<file path="src/rtl/id_hazard_ctrl_if.sv">
// ID-stage hazard control bus.
// Groups the ID-stage issue fields, EXE branch resolution, WB retire port and the
// resulting pipeline controls into one bundle.
//   master : pipeline side, drives ID/EXE/WB info and receives freeze/flush/status
//   slave  : hazard controller side
interface id_hazard_ctrl_if #(
    parameter int unsigned NUM_REGS = 16,
    parameter int unsigned REG_W    = 4,
    parameter int unsigned PERF_W   = 16
);
    logic                id_valid;
    logic [REG_W-1:0]    id_src1;
    logic [REG_W-1:0]    id_src2;
    logic                id_two_src;
    logic                id_wb_en;
    logic [REG_W-1:0]    id_dest;
    logic                id_mem_read;
    logic                exe_branch_taken;
    logic                wb_en;
    logic [REG_W-1:0]    wb_dest;
    logic                freeze;
    logic                flush;
    logic                hazard;
    logic [NUM_REGS-1:0] pending_mask;
    logic [PERF_W-1:0]   stall_count;

    modport master (
        output id_valid, id_src1, id_src2, id_two_src, id_wb_en, id_dest, id_mem_read,
        output exe_branch_taken, wb_en, wb_dest,
        input  freeze, flush, hazard, pending_mask, stall_count
    );

    modport slave (
        input  id_valid, id_src1, id_src2, id_two_src, id_wb_en, id_dest, id_mem_read,
        input  exe_branch_taken, wb_en, wb_dest,
        output freeze, flush, hazard, pending_mask, stall_count
    );
endinterface

</file>
<file path="src/rtl/id_hazard_ctrl.sv">
// ID-stage hazard controller for the 5-stage core.
// Keeps a per-register pending-write scoreboard (issue in ID, retire in WB), raises
// freeze on RAW hazards or scoreboard saturation, raises flush on a taken EXE branch,
// and counts frozen cycles in a saturating counter.
// Ports:
//   clk  : rising-edge clock
//   rst  : asynchronous active-high reset
//   bus  : id_hazard_ctrl_if.slave (ID issue info, branch, WB retire in;
//          freeze, flush, hazard, pending_mask, stall_count out)
// Build option:
//   FORWARDING_EN : source hazards reduced to load-use detection via an EXE-load
//                   tracker; scoreboard and saturation stalling still apply.
module id_hazard_ctrl #(
    parameter int unsigned NUM_REGS = 16,
    parameter int unsigned REG_W    = 4,
    parameter int unsigned CNT_W    = 2,
    parameter int unsigned PERF_W   = 16
) (
    input logic              clk,
    input logic              rst,
    id_hazard_ctrl_if.slave  bus
);
    localparam logic [CNT_W-1:0] CntMax = '1;

    logic [CNT_W-1:0]    pend_q [NUM_REGS];
    logic [CNT_W-1:0]    pend_d [NUM_REGS];
    logic [PERF_W-1:0]   stall_q;
    logic [NUM_REGS-1:0] mask;

    logic src_hit;
    logic sat_hit;
    logic hazard;
    logic flush;
    logic freeze;
    logic issue;
    logic inc;
    logic dec;

`ifdef FORWARDING_EN
    logic             exe_ld_v_q;
    logic [REG_W-1:0] exe_ld_dest_q;
`endif

    // A writer whose destination counter is full must wait for a retire.
    assign sat_hit = bus.id_wb_en & (pend_q[bus.id_dest] == CntMax);

`ifdef FORWARDING_EN
    // Only a load still in EXE cannot be forwarded in time.
    assign src_hit = exe_ld_v_q & ((bus.id_src1 == exe_ld_dest_q) |
                                   (bus.id_two_src & (bus.id_src2 == exe_ld_dest_q)));
`else
    assign src_hit = (pend_q[bus.id_src1] != '0) |
                     (bus.id_two_src & (pend_q[bus.id_src2] != '0));
`endif

    // Outputs are gated by rst so they read 0 immediately while reset is held.
    assign hazard = ~rst & bus.id_valid & (src_hit | sat_hit);
    assign flush  = ~rst & bus.exe_branch_taken;
    assign freeze = hazard & ~bus.exe_branch_taken;
    assign issue  = bus.id_valid & bus.id_wb_en & ~freeze & ~flush;

    always_comb begin
        inc  = 1'b0;
        dec  = 1'b0;
        mask = '0;
        for (int unsigned i = 0; i < NUM_REGS; i++) begin
            inc       = issue && (bus.id_dest == REG_W'(i));
            dec       = bus.wb_en && (bus.wb_dest == REG_W'(i));
            pend_d[i] = pend_q[i];
            // Issue and retire to the same register cancel out; retire at 0 is clamped.
            if (inc && !dec) begin
                pend_d[i] = pend_q[i] + 1'b1;
            end else if (dec && !inc && (pend_q[i] != '0)) begin
                pend_d[i] = pend_q[i] - 1'b1;
            end
            mask[i] = (pend_q[i] != '0);
        end
    end

    always_ff @(posedge clk or posedge rst) begin
        if (rst) begin
            for (int unsigned i = 0; i < NUM_REGS; i++) begin
                pend_q[i] <= '0;
            end
            stall_q <= '0;
        end else begin
            for (int unsigned i = 0; i < NUM_REGS; i++) begin
                pend_q[i] <= pend_d[i];
            end
            if (freeze && (stall_q != '1)) begin
                stall_q <= stall_q + 1'b1;
            end
        end
    end

`ifdef FORWARDING_EN
    // EXE-load tracker: a bubble (freeze/flush) or any non-load advance clears it.
    always_ff @(posedge clk or posedge rst) begin
        if (rst) begin
            exe_ld_v_q    <= 1'b0;
            exe_ld_dest_q <= '0;
        end else if (freeze || flush) begin
            exe_ld_v_q    <= 1'b0;
        end else begin
            exe_ld_v_q    <= issue & bus.id_mem_read;
            exe_ld_dest_q <= bus.id_dest;
        end
    end
`endif

    assign bus.hazard       = hazard;
    assign bus.flush        = flush;
    assign bus.freeze       = freeze;
    assign bus.pending_mask = mask;
    assign bus.stall_count  = stall_q;

endmodule

</file>
<file path="src/flat_wrapper.sv">
// flat-port wrapper written by rule: the top's interface ports become plain ports
module id_hazard_ctrl_flat 
#(
    parameter int unsigned NUM_REGS = 16,
    parameter int unsigned REG_W    = 4,
    parameter int unsigned CNT_W    = 2,
    parameter int unsigned PERF_W   = 16
)
  (clk, rst, bus_id_valid, bus_id_src1, bus_id_src2, bus_id_two_src, bus_id_wb_en, bus_id_dest, bus_id_mem_read, bus_exe_branch_taken, bus_wb_en, bus_wb_dest, bus_freeze, bus_flush, bus_hazard, bus_pending_mask, bus_stall_count);
  id_hazard_ctrl_if #(.NUM_REGS(NUM_REGS), .REG_W(REG_W), .PERF_W(PERF_W)) bus_i ();
  input logic clk;
  input logic rst;
  input wire logic [$bits(bus_i.id_valid)-1:0] bus_id_valid;
  input wire logic [$bits(bus_i.id_src1)-1:0] bus_id_src1;
  input wire logic [$bits(bus_i.id_src2)-1:0] bus_id_src2;
  input wire logic [$bits(bus_i.id_two_src)-1:0] bus_id_two_src;
  input wire logic [$bits(bus_i.id_wb_en)-1:0] bus_id_wb_en;
  input wire logic [$bits(bus_i.id_dest)-1:0] bus_id_dest;
  input wire logic [$bits(bus_i.id_mem_read)-1:0] bus_id_mem_read;
  input wire logic [$bits(bus_i.exe_branch_taken)-1:0] bus_exe_branch_taken;
  input wire logic [$bits(bus_i.wb_en)-1:0] bus_wb_en;
  input wire logic [$bits(bus_i.wb_dest)-1:0] bus_wb_dest;
  output wire logic [$bits(bus_i.freeze)-1:0] bus_freeze;
  output wire logic [$bits(bus_i.flush)-1:0] bus_flush;
  output wire logic [$bits(bus_i.hazard)-1:0] bus_hazard;
  output wire logic [$bits(bus_i.pending_mask)-1:0] bus_pending_mask;
  output wire logic [$bits(bus_i.stall_count)-1:0] bus_stall_count;
  assign bus_i.id_valid = bus_id_valid;
  assign bus_i.id_src1 = bus_id_src1;
  assign bus_i.id_src2 = bus_id_src2;
  assign bus_i.id_two_src = bus_id_two_src;
  assign bus_i.id_wb_en = bus_id_wb_en;
  assign bus_i.id_dest = bus_id_dest;
  assign bus_i.id_mem_read = bus_id_mem_read;
  assign bus_i.exe_branch_taken = bus_exe_branch_taken;
  assign bus_i.wb_en = bus_wb_en;
  assign bus_i.wb_dest = bus_wb_dest;
  assign bus_freeze = bus_i.freeze;
  assign bus_flush = bus_i.flush;
  assign bus_hazard = bus_i.hazard;
  assign bus_pending_mask = bus_i.pending_mask;
  assign bus_stall_count = bus_i.stall_count;
  id_hazard_ctrl #(.NUM_REGS(NUM_REGS), .REG_W(REG_W), .CNT_W(CNT_W), .PERF_W(PERF_W)) u_core (.clk(clk), .rst(rst), .bus(bus_i));
endmodule
</file>
<file path="config.mk">
export PLATFORM = sky130hd
export DESIGN_NAME = id_hazard_ctrl_flat
export DESIGN_NICKNAME = d
export VERILOG_FILES = /design/src/rtl/id_hazard_ctrl_if.sv /design/src/rtl/id_hazard_ctrl.sv /design/src/flat_wrapper.sv
export SDC_FILE = /design/constraint.sdc
export NUM_CORES = 1
export LEC_CHECK = 0
export CAP_MARGIN = 20
export CORE_MARGIN = 10
export CORE_UTILIZATION = 42
export CTS_BUF_LIST = sky130_fd_sc_hd__clkbuf_8
export DETAILED_ROUTE_END_ITERATION = 10
export SYNTH_ARGS = -nofsm -noshare
export SYNTH_HDL_FRONTEND = slang
export SYNTH_SLANG_ARGS = --single-unit
export TNS_END_PERCENT = 1
</file>
<file path="constraint.sdc">
create_clock -name clk -period 4.4 [get_ports clk]
set_input_delay 0.44 -clock clk [delete_from_list [all_inputs] [get_ports clk]]
set_output_delay 0.44 -clock clk [all_outputs]
set_load 0.02 [all_outputs]
</file>
==> flow_summary.json <==
{
  "outcome": "finished clean",
  "ios": 59,
  "fmax_mhz": 260,
  "route.detailed.wl_per_inst_microns": 19.6,
  "globalplace.congestion": 0.858,
  "vias_per_cell": 6.29,
  "path_clk_slew_ps": 110,
  "crit_family": "buffers and inverters",
  "cts.sinks": 48,
  "syn_inst": 476,
  "die_h_microns": 117,
  "die_area_sq_mm": 0.0136,
  "wl_met3_microns": 776,
  "postCtsSetupRepairBufs": 0,
  "drive_above_1_share_pct": 9.55,
  "clk_path_buf_depth": 2,
  "rr_startpoint": "u_core.pend_q[4]",
  "routed.top_layer": "met4",
  "maxSlewHeadroom_pct": 28.2,
  "critPathMaxStageDelay_ps": 800,
  "drt_iter0_markers": 363,
  "cts_root_buffer": "clkbuf_8",
  "place_ws_ps": 562,
  "critical_path.cell_chain": "clkdlybuf4s50_1, mux4_2, mux2i_1, mux2_2, a21oi_1, a2111oi_4, nor3_1, clkdlybuf4s50_1",
  "hp-start": "u_core.bus.stall_count[13]",
  "first_global_vias": 3529,
  "vdd_drop_max_v": 0.000153,
  "cp-end-kind": "primary output",
  "crit_required_ps": 3960,
  "dr.pass1.iters": 5,
  "hold_path.class": "reg -> reg",
  "syn_avg_cell_area_sq_um": 8.27,
  "cts_buffers": 5,
  "start_kind": "input port",
  "power_density_mw_per_mm2": 351,
  "critPathLaunch": "bus_id_dest[1]",
  "clock_skew_ps": 16.9,
  "port_buffers": 57,
  "worst-path-buf-inv": 2,
  "crit_type": "in -> out",
  "final_common_cell": "clkdlybuf4s50_1",
  "hold_viol": 0,
  "synth_fp_nets": 501,
  "core_area_sq_mm": 0.00920,
  "grt_use_total_pct": 17.6,
  "postCtsHoldBufs": 0,
  "ys_warn_count": 0,
  "start_util_pct": 42.8,
  "antenna_found_initial": 0,
  "setup_viol": 0,
  "crit_top_cell": "clkdlybuf4s50_1",
  "wirelength_microns": 12300,
  "ys_types": 49,
  "ys_seq_elements": 48,
  "layout_common_cells": "57 x clkdlybuf4s50_1, 48 x dfrtp_1, 45 x nor3_1",
  "finalCriticalPeriod_ps": 3840,
  "postPlaceCellArea_sq_mm": 0.00455,
  "clk_latency_ps": 320,
  "synthArstFlopShare_pct": 100,
  "drv_cap": 0,
  "cpMaxStageDelayCell": "clkdlybuf4s50_1",
  "fin_ws_ps": 558,
  "areaGrowthSynthToFinish_pct": 19.2,
  "synth_edf_count": 0,
  "grt_max_degree": 29,
  "post-route-period-util_pct": 87.3,
  "num_rows": 35,
  "ctsResizeCount": 0,
  "die_width_microns": 117,
  "wl_met2_microns": 5560,
  "setup_tns_ps": 0,
  "ant_nets": 0,
  "utilization_pct": 51.0,
  "n_antenna_cell": 0,
  "cts_htree_levels": 2,
  "grt_overflow": 0,
  "p_leak_nw": 1.82,
  "ys_seq_area_share_pct": 30.5,
  "vias": 3928,
  "rsz0062_at_grt": "no",
  "crit_arrival_ps": 3400,
  "wl_met1_microns": 5760,
  "grt_pass1_wl_microns": 19100,
  "crit_fanout": 9,
  "maxSlewViolCount": 0,
  "dp_hpwl_microns": 9270,
  "syn-cell-area_sq_mm": 0.00394,
  "finalNetCount": 537,
  "fin_area_sq_mm": 0.00469,
  "synth_flop_cell": "dfrtp_1",
  "tightest_slew_ps": 1070,
  "drc": 0,
  "cts_tree": "done"
}
==> stage by stage <==
| step | hold slack (ps) | power (W) | cells |
|---|---|---|---|
| after global placement | 471 | 0.00124 | 616 |
| after floorplan | 562 | 0.000993 | 476 |
| final | 495 | 0.00165 | 624 |
| after detailed placement | 485 | 0.00125 | 616 |
| after CTS | 500 | 0.00165 | 624 |
| after global routing | 533 | 0.00173 | 624 |
==> power by group <==
group / internal (W) / switching (W)
Clock: 0.000229 / 0.000174
Combinational: 0.000292 / 0.000332
Sequential: 0.000503 / 0.000118
==> final timing paths <==
kind                                         endpoint  slack (ps)  cells past startpoint
setup / recovery                           bus_freeze         560                      8
hold / removal             u_core.bus.stall_count[13]         490                      1
setup reg to reg                     u_core.pend_q[0]        1000                      7
hold reg to reg            u_core.bus.stall_count[13]         490                      1
max in group asynchronous           u_core.pend_q[26]        2980                      3
min in group asynchronous           u_core.pend_q[23]         590                      2
==> state kept, by name (all words and copies together) (netlist names) <==
signal,count
u_core.bus.stall_count,16
u_core.pend_q,32
==> area by class of cell <==
cell class / count / area [sq um]
sequential: 48 / 1200
multi-input combinational: 377 / 2520
timing repair buffer: 67 / 646
clock inverter: 3 / 68.8
tap: 111 / 139
fill: 888 / 4500
clock buffer: 5 / 68.8
inverter: 13 / 48.8
==> synth_stat cells (all sizes together), types with 3 or more instances <==
| master | number | area, sq um |
|---|---|---|
| or4 | 11 | 82.6 |
| xor2 | 13 | 114 |
| mux2 | 4 | 45.0 |
| nand2 | 32 | 120 |
| and2 | 6 | 37.5 |
| nand4b | 3 | 26.3 |
| o211ai | 13 | 97.6 |
| nand4 | 22 | 138 |
| dfrtp | 48 | 1200 |
| o21ai | 10 | 50.1 |
| nand3 | 38 | 190 |
| o22ai | 5 | 31.3 |
| mux4 | 10 | 225 |
| a21oi | 15 | 75.1 |
| and3 | 8 | 50.1 |
| a211oi | 11 | 87.6 |
| a22oi | 8 | 65.1 |
| mux2i | 13 | 130 |
| buf | 15 | 81.3 |
| nor3 | 45 | 225 |
| nand2b | 7 | 43.8 |
| or2 | 16 | 100 |
| nor2b | 8 | 50.1 |
| nor3b | 16 | 120 |
| or3 | 4 | 25.0 |
| clkbuf | 23 | 86.3 |
| a41oi | 10 | 87.6 |
| inv | 12 | 45.0 |
| nor2 | 32 | 120 |
==> per-layer routing <==
layer / track usage (%) / vias to the layer above
li1: - / 1855
met1: 24.8 / 1927
met2: 26.5 / 128
met3: 3.21 / 18
met4: 5.35 / 0
met5: 0 / -
==> kinds of logic after synthesis <==
family          count (synthesis)  share of synthesized area [%]
buf+inv                        51                           5.50
mux                            27                           10.2
flops                          48                           30.5
xor+xnor                       15                           3.34
simple gates                  253                           34.9
fa+ha+maj                       1                          0.318
compound gates                 81                           15.3
(Power assumes the default switching activity.)
